File: config.mk
export PLATFORM = sky130hd
export DESIGN_NAME = maze_map
export DESIGN_NICKNAME = d
export VERILOG_FILES = /design/src/rtl/maze_map_pkg.sv /design/src/rtl/maze_tile_ram.sv /design/src/rtl/maze_map.sv
export SDC_FILE = /design/constraint.sdc
export NUM_CORES = 2
export LEC_CHECK = 0
export ABC_CLOCK_PERIOD_IN_PS = 40900
export BUFFER_PORTS_ARGS = -buffer_cell sky130_fd_sc_hd__buf_2
export CAP_MARGIN = 20
export CORE_MARGIN = 4
export CORE_UTILIZATION = 50
export CTS_CLUSTER_SIZE = 12
export DETAILED_ROUTE_END_ITERATION = 12
export PLACE_DENSITY = 0.62
export RECOVER_POWER = 50
export SYNTH_ARGS = -nofsm -noshare
export SYNTH_HDL_FRONTEND = slang
export SYNTH_SLANG_ARGS = --single-unit
File: constraint.sdc
create_clock -name clk -period 40.9 [get_ports clk]
set_clock_uncertainty 0.15 [all_clocks]
set_input_delay 2.045 -clock clk [delete_from_list [all_inputs] [get_ports clk]]
set_output_delay 2.045 -clock clk [all_outputs]
set_load 0.1 [all_outputs]
File: src/rtl/maze_map_pkg.sv
// rtl/maze_map_pkg.sv - shared types, limits, colours and wall ROM image for the maze map
package maze_map_pkg;

  typedef enum logic [1:0] {
    ST_INIT = 2'd0,
    ST_PLAY = 2'd1,
    ST_DONE = 2'd2
  } state_t;

  localparam int TILE_W = 5;

  localparam logic [TILE_W-1:0] PF_MIN = 5'd2;
  localparam logic [TILE_W-1:0] PF_MAX = 5'd27;

  localparam logic [9:0] RENDER_OFS = 10'd20;

  localparam logic [2:0] COL_WALL_DEF   = 3'b001;
  localparam logic [2:0] COL_PELLET_DEF = 3'b111;
  localparam logic [2:0] COL_BLANK      = 3'b000;

  // Row index is tile y, bit index is tile x; the border outside PF_MIN..PF_MAX is forced to wall.
  localparam logic [31:0] WALL_ROM [32] = '{
    32'h0000_0000, 32'h0000_0000, 32'h0000_0000, 32'h0000_0000,
    32'h0000_0000, 32'h0000_01F0, 32'h0000_0000, 32'h0000_0000,
    32'h0000_0000, 32'h0000_0000, 32'h0000_0000, 32'h0000_0000,
    32'h0000_8000, 32'h0000_8000, 32'h0000_8000, 32'h0000_8000,
    32'h0000_8000, 32'h0000_8000, 32'h0000_8000, 32'h0000_8000,
    32'h0000_8000, 32'h0000_0000, 32'h0000_0000, 32'h0000_0000,
    32'h0000_0000, 32'h0000_0000, 32'h0000_0000, 32'h0000_0000,
    32'h0000_0000, 32'h0000_0000, 32'h0000_0000, 32'h0000_0000
  };

  function automatic logic is_wall(input logic [TILE_W-1:0] x, input logic [TILE_W-1:0] y);
    if (x < PF_MIN || x > PF_MAX || y < PF_MIN || y > PF_MAX) return 1'b1;
    return WALL_ROM[y][x];
  endfunction

endpackage

File: src/rtl/maze_tile_ram.sv
// rtl/maze_tile_ram.sv - 32x32 pellet bitmap, one write port and two asynchronous read ports
module maze_tile_ram (
  input  logic       clk,
  input  logic       i_we,
  input  logic [9:0] i_waddr,
  input  logic       i_wdata,
  input  logic [9:0] i_raddr_a,
  output logic       o_rdata_a,
  input  logic [9:0] i_raddr_b,
  output logic       o_rdata_b
);

  // Contents are deliberately not reset; the init sweep rewrites every cell.
  logic r_mem [1024];

  always_ff @(posedge clk) begin
    if (i_we) r_mem[i_waddr] <= i_wdata;
  end

  assign o_rdata_a = r_mem[i_raddr_a];
  assign o_rdata_b = r_mem[i_raddr_b];

endmodule

File: src/rtl/maze_map.sv
// rtl/maze_map.sv - maze wall lookup, pellet bookkeeping, level FSM and tile renderer
module maze_map
  import maze_map_pkg::*;
#(
  parameter logic [2:0] WALL_COL   = COL_WALL_DEF,
  parameter logic [2:0] PELLET_COL = COL_PELLET_DEF,
  parameter int         SWEEP_LEN  = 1024
) (
  input  logic       clk,
  input  logic       rst_n,
  input  logic       ce,
  input  logic [4:0] qx,
  input  logic [4:0] qy,
  output logic       map_data,
  input  logic [4:0] eat_x,
  input  logic [4:0] eat_y,
  input  logic       eat_valid,
  input  logic       restart,
  input  logic [9:0] shpos,
  input  logic [9:0] svpos,
  output logic [2:0] col,
  output logic [9:0] score,
  output logic       ready,
  output logic       level_done
);

  localparam logic [9:0] SWEEP_LAST = 10'(SWEEP_LEN - 1);

  state_t      r_state;
  logic [9:0]  r_sweep_cnt;
  logic        r_sweep_end;
  logic [10:0] r_pellets_left;
  logic [9:0]  r_score;
  logic        r_map_data;
  logic [2:0]  r_col;
  logic        r_ready;
  logic        r_level_done;

  logic        w_sweep_wall;
  logic        w_eat_pellet;
  logic        w_eat_ok;
  logic        w_we;
  logic [9:0]  w_waddr;
  logic        w_wdata;
  logic [9:0]  w_hsum;
  logic [9:0]  w_vsum;
  logic        w_rend_in;
  logic        w_rend_dot;
  logic        w_rend_pellet;
  logic [2:0]  w_col_next;

  assign w_sweep_wall = is_wall(r_sweep_cnt[4:0], r_sweep_cnt[9:5]);

  assign w_eat_ok = (r_state == ST_PLAY) && ce && eat_valid && w_eat_pellet
                    && !is_wall(eat_x, eat_y) && !restart;

  // Single write port: the sweep owns it in INIT, eats own it in PLAY.
  always_comb begin
    w_we    = 1'b0;
    w_waddr = {eat_y, eat_x};
    w_wdata = 1'b0;
    if (r_state == ST_INIT) begin
      w_we    = !r_sweep_end && !restart;
      w_waddr = r_sweep_cnt;
      w_wdata = !w_sweep_wall;
    end else if (w_eat_ok) begin
      w_we = 1'b1;
    end
  end

  assign w_hsum     = shpos + RENDER_OFS;
  assign w_vsum     = svpos + RENDER_OFS;
  assign w_rend_in  = (w_hsum[9:8] == 2'b00) && (w_vsum[9:8] == 2'b00);
  assign w_rend_dot = (w_hsum[2:0] == 3'd3 || w_hsum[2:0] == 3'd4)
                      && (w_vsum[2:0] == 3'd3 || w_vsum[2:0] == 3'd4);

  maze_tile_ram u_ram (
    .clk       (clk),
    .i_we      (w_we),
    .i_waddr   (w_waddr),
    .i_wdata   (w_wdata),
    .i_raddr_a ({eat_y, eat_x}),
    .o_rdata_a (w_eat_pellet),
    .i_raddr_b ({w_vsum[7:3], w_hsum[7:3]}),
    .o_rdata_b (w_rend_pellet)
  );

  always_comb begin
    w_col_next = COL_BLANK;
    if (w_rend_in) begin
      if (is_wall(w_hsum[7:3], w_vsum[7:3])) begin
        w_col_next = WALL_COL;
      end else if (w_rend_pellet && w_rend_dot && r_state != ST_INIT) begin
        w_col_next = PELLET_COL;
      end
    end
  end

  always_ff @(posedge clk or negedge rst_n) begin
    if (!rst_n) begin
      r_state        <= ST_INIT;
      r_sweep_cnt    <= '0;
      r_sweep_end    <= 1'b0;
      r_pellets_left <= '0;
      r_score        <= '0;
      r_map_data     <= 1'b0;
      r_col          <= COL_BLANK;
      r_ready        <= 1'b0;
      r_level_done   <= 1'b0;
    end else begin
      r_map_data <= is_wall(qx, qy);
      r_col      <= w_col_next;
      if (restart) begin
        r_state        <= ST_INIT;
        r_sweep_cnt    <= '0;
        r_sweep_end    <= 1'b0;
        r_pellets_left <= '0;
        r_score        <= '0;
        r_ready        <= 1'b0;
        r_level_done   <= 1'b0;
      end else begin
        case (r_state)
          ST_INIT: begin
            if (r_sweep_end) begin
              r_state <= ST_PLAY;
              r_ready <= 1'b1;
            end else begin
              r_sweep_cnt <= r_sweep_cnt + 10'd1;
              if (!w_sweep_wall) r_pellets_left <= r_pellets_left + 11'd1;
              if (r_sweep_cnt == SWEEP_LAST) r_sweep_end <= 1'b1;
            end
          end
          ST_PLAY: begin
            if (w_eat_ok) begin
              if (r_score != 10'h3FF) r_score <= r_score + 10'd1;
              r_pellets_left <= r_pellets_left - 11'd1;
              if (r_pellets_left == 11'd1) begin
                r_state      <= ST_DONE;
                r_ready      <= 1'b0;
                r_level_done <= 1'b1;
              end
            end
          end
          ST_DONE: begin
          end
          default: r_state <= ST_INIT;
        endcase
      end
    end
  end

  assign map_data   = r_map_data;
  assign col        = r_col;
  assign score      = r_score;
  assign ready      = r_ready;
  assign level_done = r_level_done;

endmodule

# Word-level counts from Yosys, hierarchy flattened
# Memories as Yosys holds them, arrays and structs flattened.
# Cells that the tools add are included.
# totals
regBits	40
latchBits	0
ramBits	1024
rom_bits	4096
in_bits	45
wordCells	177
mem_count	5
# mem_list
memory	depth	width	read_ports	rd_clocked_by_memory_dff	wr	line_no	text
(name not given)	32	32	1	0	0	maze_map_pkg.sv:35	return WALL_ROM[y][x];
(name not given)	32	32	1	0	0	maze_map_pkg.sv:35	
(name not given)	32	32	1	0	0	maze_map_pkg.sv:35	
(name not given)	32	32	1	0	0	maze_map_pkg.sv:35	
u_ram.r_mem	1024	1	2	0	1	maze_tile_ram.sv:14	logic r_mem [1024];
# classes
add_sub_neg	6
mul	0
div_mod_pow	0
order_cmp	24
eq_ne	16
shift	0
n_mux	69
bitwise_logic	4
n_reduce_logical	44
# op_table
op	n
32-bit two-way mux	8
10-bit two-way mux	8
11-bit two-way mux	4
5-bit > comparator (second input constant)	8
5-bit by 2-bit less-than comparator with 1-bit output (second input constant)	8
1-bit two-way mux	35
6-bit greater-or-equal comparator (second input constant)	4
5-bit by 6-bit less-than comparator with 1-bit output (second input constant)	4
5-bit NOT with 6-bit output	4
11-bit one-hot mux with 2 select lines	1
10-bit by 1-bit adder with 10-bit output (second input constant)	2
10-bit by 5-bit adder with 10-bit output (second input constant)	2
1-bit binary-select mux with 5-bit select	4
1-bit logical OR	14
3-bit inequality test (second input constant)	4
4-bit AND reduction	3
2-bit nonzero test	6
11-bit by 1-bit adder with 11-bit output (second input constant)	1
11-bit by 1-bit == test with 1-bit output (second input constant)	1
11-bit by 1-bit subtractor with 11-bit output (second input constant)	1
10-bit == test (second input constant)	1
1-bit logical AND	10
10-bit inequality test (second input constant)	1
3-bit two-way mux	3
other kinds (14)	26

# Longest topological paths before layout
# logic_depth
depth_word	14
mapped_depth	16

# Cells and area by module
# A second synthesis with hierarchy kept.
# hier_totals
hier_cells	4259
hier_area_um2	56462.9
# by_module_without_submodules
module	n_inst	cells_per_inst	area_each_um2	seq_area_each_um2
maze_tile_ram	1	3858	53171.0	30749.5
maze_map	1	401	3291.9	975.9

# Worst setup path after synthesis
# No wires, ideal clock.
# synth_path
kind	register to register
from	reg r_sweep_cnt[7]
to	mem u_ram.r_mem[0] (data pin)
setup_time_ns	4.963
arrival_ns	24.752
setup_slack_ns	11.035
stages_incl_launch_ff	9
path_buffers	1
cell_sequence	dfrtp_1 clkbuf_1 o21ai_0 nand2_1 mux2_2 o22ai_1 a22oi_1 o21ai_0 nor2_1
# synth_between
elab_chain_len	9
word_cells_on_any_way	14
cone_classes	2 x order compare; 7 x mux; 1 x bitwise; 3 x reduce/logical; 1 x memory
# synth_rtl
element	line_no	text
start, declared	maze_map.sv:30	logic [9:0] r_sweep_cnt;
start signal, assigned	maze_map.sv:128	r_sweep_cnt <= r_sweep_cnt + 10'd1;
5-bit NOT with 6-bit output (implied by the code)	maze_map_pkg.sv:35	
memory read 32 x 32 bit	--	
32-bit two-way mux (implied by the code) (2 in series)	maze_map_pkg.sv:35	
1-bit binary-select mux with 5-bit select	maze_map_pkg.sv:35	
1-bit two-way mux (implied by the code)	maze_map_pkg.sv:35	
1-bit two-way mux (*)	maze_map_pkg.sv:35	
1-bit logical NOT (*)	--	
1-bit two-way mux (*)	maze_map.sv:62	if (r_state == ST_INIT) begin
named net u_ram.i_wdata	maze_tile_ram.sv:6	input logic i_wdata,
end, declared	maze_tile_ram.sv:14	
# Mark *: on every way through the listed nets, which the timed path passes. The rest lies on a longest branch. The select of a mux whose other input is x is not followed.

# Worst setup path in the final report
# layout_path
from	reg r_sweep_cnt[9]
to	mem u_ram.r_mem[61] (data pin)
# The elaborated chain is that of the path after synthesis.

==> impl_metrics.json <==
{
  "ctsHtreeMaxLevel": 3,
  "finalHoldViolCount": 0,
  "tritoncts": "yes",
  "max-vdd-ir-drop_mv": 0.0341,
  "die_height_um": 346,
  "final_cell_mix": "1024 x sky130_fd_sc_hd__edfxtp_1, 847 x sky130_fd_sc_hd__nor2_1, 477 x sky130_fd_sc_hd__mux4_2",
  "worst-setup-path-type": "flop to flop",
  "route.vias.total": 40700,
  "grt_start_max_net_pins": 271,
  "drt-wirelength-per-cell_um": 31.6,
  "power.combinational.fraction": 0.127,
  "power_frac_seq": 0.479,
  "core-area_um2": 113000,
  "path_cells": "nand2b_1 > mux2_2 > o22ai_1 > a22oi_1 > o21ai_0 > nor2_4 > clkbuf_1 > clkbuf_1 > clkbuf_1 > clkbuf_1 > clkbuf_1",
  "grt_antenna_before_repair": 6,
  "postRouteAntennaNets": 0,
  "postSynthRegisterBits": 1063,
  "rsz0062_at_grt": "no",
  "tightest_slew_ns": 10.70,
  "areaGrowthSynthToFinish_pct": 8.34,
  "syn_avg_cell_area_um2": 13.1,
  "layoutNonFillerInstCount": 5856,
  "yosys_warnings": 0,
  "synthCells": 4376,
  "synthesis.area_um2": 57200,
  "timing.critical_path.required_ns": 40.71,
  "netSwitchingFraction": 0.258,
  "most_common_cell_after_layout_fill_and_taps_aside": "sky130_fd_sc_hd__edfxtp_1",
  "failed_checks": "max-capacitance violations, max-slew violations",
  "grtUsageTotal": 0.306,
  "holdCritStartpoint": "level_done",
  "clock_latency_ns": 0.71,
  "leakagePower_nw": 19.3,
  "post_syn_nets": 4428,
  "grt_first_pass_wirelength_mm": 272,
  "via_count_of_the_first_global_routing_pass": 39600,
  "max_capacitance_violation_count": 11,
  "hpwlAfterDp_mm": 113,
  "status": "complete, but fails checks",
  "power_density_nw_per_um2": 39.7,
  "report.final.slew_viol_count": 1127,
  "clock_buffers_created_by_tritoncts": 114,
  "worst_hold_path.num_cells": 1,
  "worst_hold_slack_ns": 0.353,
  "post_drt_via_cell_ratio": 6.94,
  "finalNetCount": 4312,
  "synth_cell_types": 79,
  "number_of_sinks_handled_by_clock_tree_synthesis": 1063,
  "max_freq_mhz": 51.9,
  "asyncSetResetFlopFracSynth": 0.0367,
  "crit_cells": 11,
  "arrival_ns": 19.07,
  "timing.critical_path.to_type": "flop",
  "dp.cells": 5642,
  "critical_path.n_buffers_inverters": 5,
  "post_route_cells_drive_above_1_share": 0.201,
  "number_of_instances_resized_during_post_cts_repair": 0,
  "placementRows": 123,
  "sum_of_negative_setup_slack_ns": 0,
  "synth_edf_count": 1024,
  "final_period_minus_worst_setup_slack_ns": 19.25,
  "die-width_um": 346,
  "post-cts-setup-buffer-count": 0,
  "kind_of_launch_point_of_the_worst_setup_path": "flop",
  "yosysSeqAreaShare": 0.554,
  "fin_util": 0.548,
  "cts_hold_buf": 0,
  "r2r_cells": 11,
  "ys_top_cells_by_area": "sky130_fd_sc_hd__edfxtp_1 54%, sky130_fd_sc_hd__mux4_2 19%, sky130_fd_sc_hd__nor2_1 5.6%, sky130_fd_sc_hd__nor3_1 2.8%, sky130_fd_sc_hd__mux2i_1 2.4%",
  "cp_common_cell": "sky130_fd_sc_hd__clkbuf_1",
  "clock_tree.root_cell": "sky130_fd_sc_hd__clkbuf_16",
  "fin_crit_sh": 0.471,
  "critPathTopFamily": "buffers and inverters",
  "max-slew-margin-rel": -6.13,
  "grt-ovfl-total": 0,
  "critical_path_fanout_max": 270,
  "die_area_um2": 120000,
  "yosysTopAreaCell": "sky130_fd_sc_hd__edfxtp_1",
  "synth_flop_cell": "sky130_fd_sc_hd__edfxtp_1",
  "synth_largest_type_area_fraction": 0.537,
  "clkTransAtPathRegs_ns": 0.06,
  "top_level_ports": 61,
  "routed_wirelength_mm": 185,
  "report.final.setup_viol": 0,
  "timing.critical_path.slowest_stage_cell": "sky130_fd_sc_hd__clkbuf_1",
  "n_fill_cell": 9357,
  "p_sw_mw": 0.635,
  "clock_tree.buffer_depth": 3,
  "worst_setup_path_startpoint": "r_sweep_cnt[9]",
  "hold_path.class": "flop to flop",
  "globalplace.congestion": 0.903,
  "worstReg2RegStart": "r_sweep_cnt[9]",
  "cell_internal_pwr_mw": 1.82,
  "start_util": 0.506,
  "port_buffers": 60,
  "power_frac_clock": 0.394,
  "drt_drc_violations_left": 0,
  "drtIter0Drc": 5917,
  "first_pass_iteration_count_of_the_detailed_router": 6,
  "cp_slowest_stage_delay_ns": 7.50
}
worst register-to-register path, stage by stage (launching register included):
cell and delay (ns):
sky130_fd_sc_hd__dfrtp_1 0.57, sky130_fd_sc_hd__nand2b_1 0.25, sky130_fd_sc_hd__mux2_2 0.19, sky130_fd_sc_hd__o22ai_1 0.07, sky130_fd_sc_hd__a22oi_1 0.20, sky130_fd_sc_hd__o21ai_0 0.25, sky130_fd_sc_hd__nor2_4 0.14, sky130_fd_sc_hd__clkbuf_1 1.53
sky130_fd_sc_hd__clkbuf_1 1.88, sky130_fd_sc_hd__clkbuf_1 7.51, sky130_fd_sc_hd__clkbuf_1 3.04, sky130_fd_sc_hd__clkbuf_1 2.70
final timing paths:
path / to / slack (ns)
max in group asynchronous: r_sweep_cnt[4] / 37.43
setup / recovery: u_ram.r_mem[61] / 21.65
min in group asynchronous: r_pellets_left[8] / 1.88
hold / removal: level_done / 0.35
hold reg to reg: level_done / 0.35
setup reg to reg: u_ram.r_mem[61] / 21.65
sequential cells by signal (all words and copies together) (netlist names):
| signal | count |
|---|---|
| ready | 1 |
| r_pellets_left | 11 |
| r_state | 2 |
| score | 10 |
| level_done | 1 |
| r_sweep_cnt | 10 |
| u_ram.r_mem | 1024 |
| map_data | 1 |
| col | 2 |
| r_sweep_end | 1 |
cells by family after synthesis:
kind of cell | share of synthesized area
buffers and inverters | 0.0350
multiplexers | 0.222
AO/OA/AOI/OAI | 0.0507
adder cells (fa/ha/maj) | 0.00153
XOR/XNOR | 0.00383
AND/OR/NAND/NOR | 0.133
flip-flops | 0.554
metal layers:
| metal | share of wire | wire, um | global-route usage | up-vias |
|---|---|---|---|---|
| li1 | - | - | - | 16700 |
| met1 | 0.37 | 68300 | 0.417 | 20900 |
| met2 | 0.45 | 83700 | 0.461 | 2495 |
| met3 | 0.12 | 22400 | 0.0768 | 505 |
| met4 | 0.058 | 10800 | 0.153 | 4 |
| met5 | 0.00015 | 27 | 0 | - |
layout make-up:
cell class	count	area, um^2	share of cell area
antenna	5	12.5	0.000202
clock buffer	143	3030	0.0488
clock inverter	64	378	0.00609
inverter	23	86.3	0.00139
multi-input combinational	2887	23700	0.383
sequential	1063	31700	0.512
tap	1500	1880	0.0303
timing repair buffer	171	1180	0.0190
per-stage QoR:
| stage | cell area [um^2] | power (mW) | setup WS, ns |
|---|---|---|---|
| final | 62000 | 2.46 | 21.65 |
| after global routing | 62000 | 2.53 | 19.88 |
| after CTS | 62000 | 2.46 | 32.62 |
| after detailed placement | 58600 | 1.51 | 31.88 |
| after global placement | 58600 | 1.50 | 31.83 |
| after floorplan | 57200 | 1.40 | 11.03 |
synthesized netlist by cell type (12+ instances only):
cell                       instances
sky130_fd_sc_hd__nand3_1          86
sky130_fd_sc_hd__buf_2           181
sky130_fd_sc_hd__nor4_1           17
sky130_fd_sc_hd__buf_4            33
sky130_fd_sc_hd__a221oi_1         13
sky130_fd_sc_hd__and2_1           19
sky130_fd_sc_hd__and3_1           15
sky130_fd_sc_hd__inv_1            18
sky130_fd_sc_hd__o31ai_1          12
sky130_fd_sc_hd__o221ai_1         16
sky130_fd_sc_hd__xnor2_1          14
sky130_fd_sc_hd__a21oi_1          61
sky130_fd_sc_hd__or3_1            12
sky130_fd_sc_hd__nand4_1          23
sky130_fd_sc_hd__nand2b_1         21
sky130_fd_sc_hd__nor2_1          858
sky130_fd_sc_hd__mux2_2           52
sky130_fd_sc_hd__mux4_2          477
sky130_fd_sc_hd__a31oi_1          30
sky130_fd_sc_hd__a211oi_1         14
sky130_fd_sc_hd__mux2i_1         137
sky130_fd_sc_hd__buf_1            25
sky130_fd_sc_hd__o211ai_1         16
sky130_fd_sc_hd__o21a_1           14
sky130_fd_sc_hd__nor3_1          321
sky130_fd_sc_hd__dfrtp_1          39
sky130_fd_sc_hd__a22oi_1          56
sky130_fd_sc_hd__nand2_1         353
sky130_fd_sc_hd__edfxtp_1       1024
sky130_fd_sc_hd__nor2b_1          22
sky130_fd_sc_hd__o21ai_0          56
sky130_fd_sc_hd__o22ai_1          37
sky130_fd_sc_hd__clkbuf_1        155
power groups by stage:
| stage | clock [mW] | combinational (mW) | sequential, mW |
|---|---|---|---|
| after floorplan | 0 | 0.196 | 1.20 |
| after global placement | 0 | 0.304 | 1.20 |
| after detailed placement | 0 | 0.305 | 1.20 |
| after CTS | 0.979 | 0.306 | 1.18 |
| after global routing | 1.03 | 0.322 | 1.18 |
| final | 0.969 | 0.311 | 1.18 |
No activity file was read; power rests on OpenSTA's default activity.
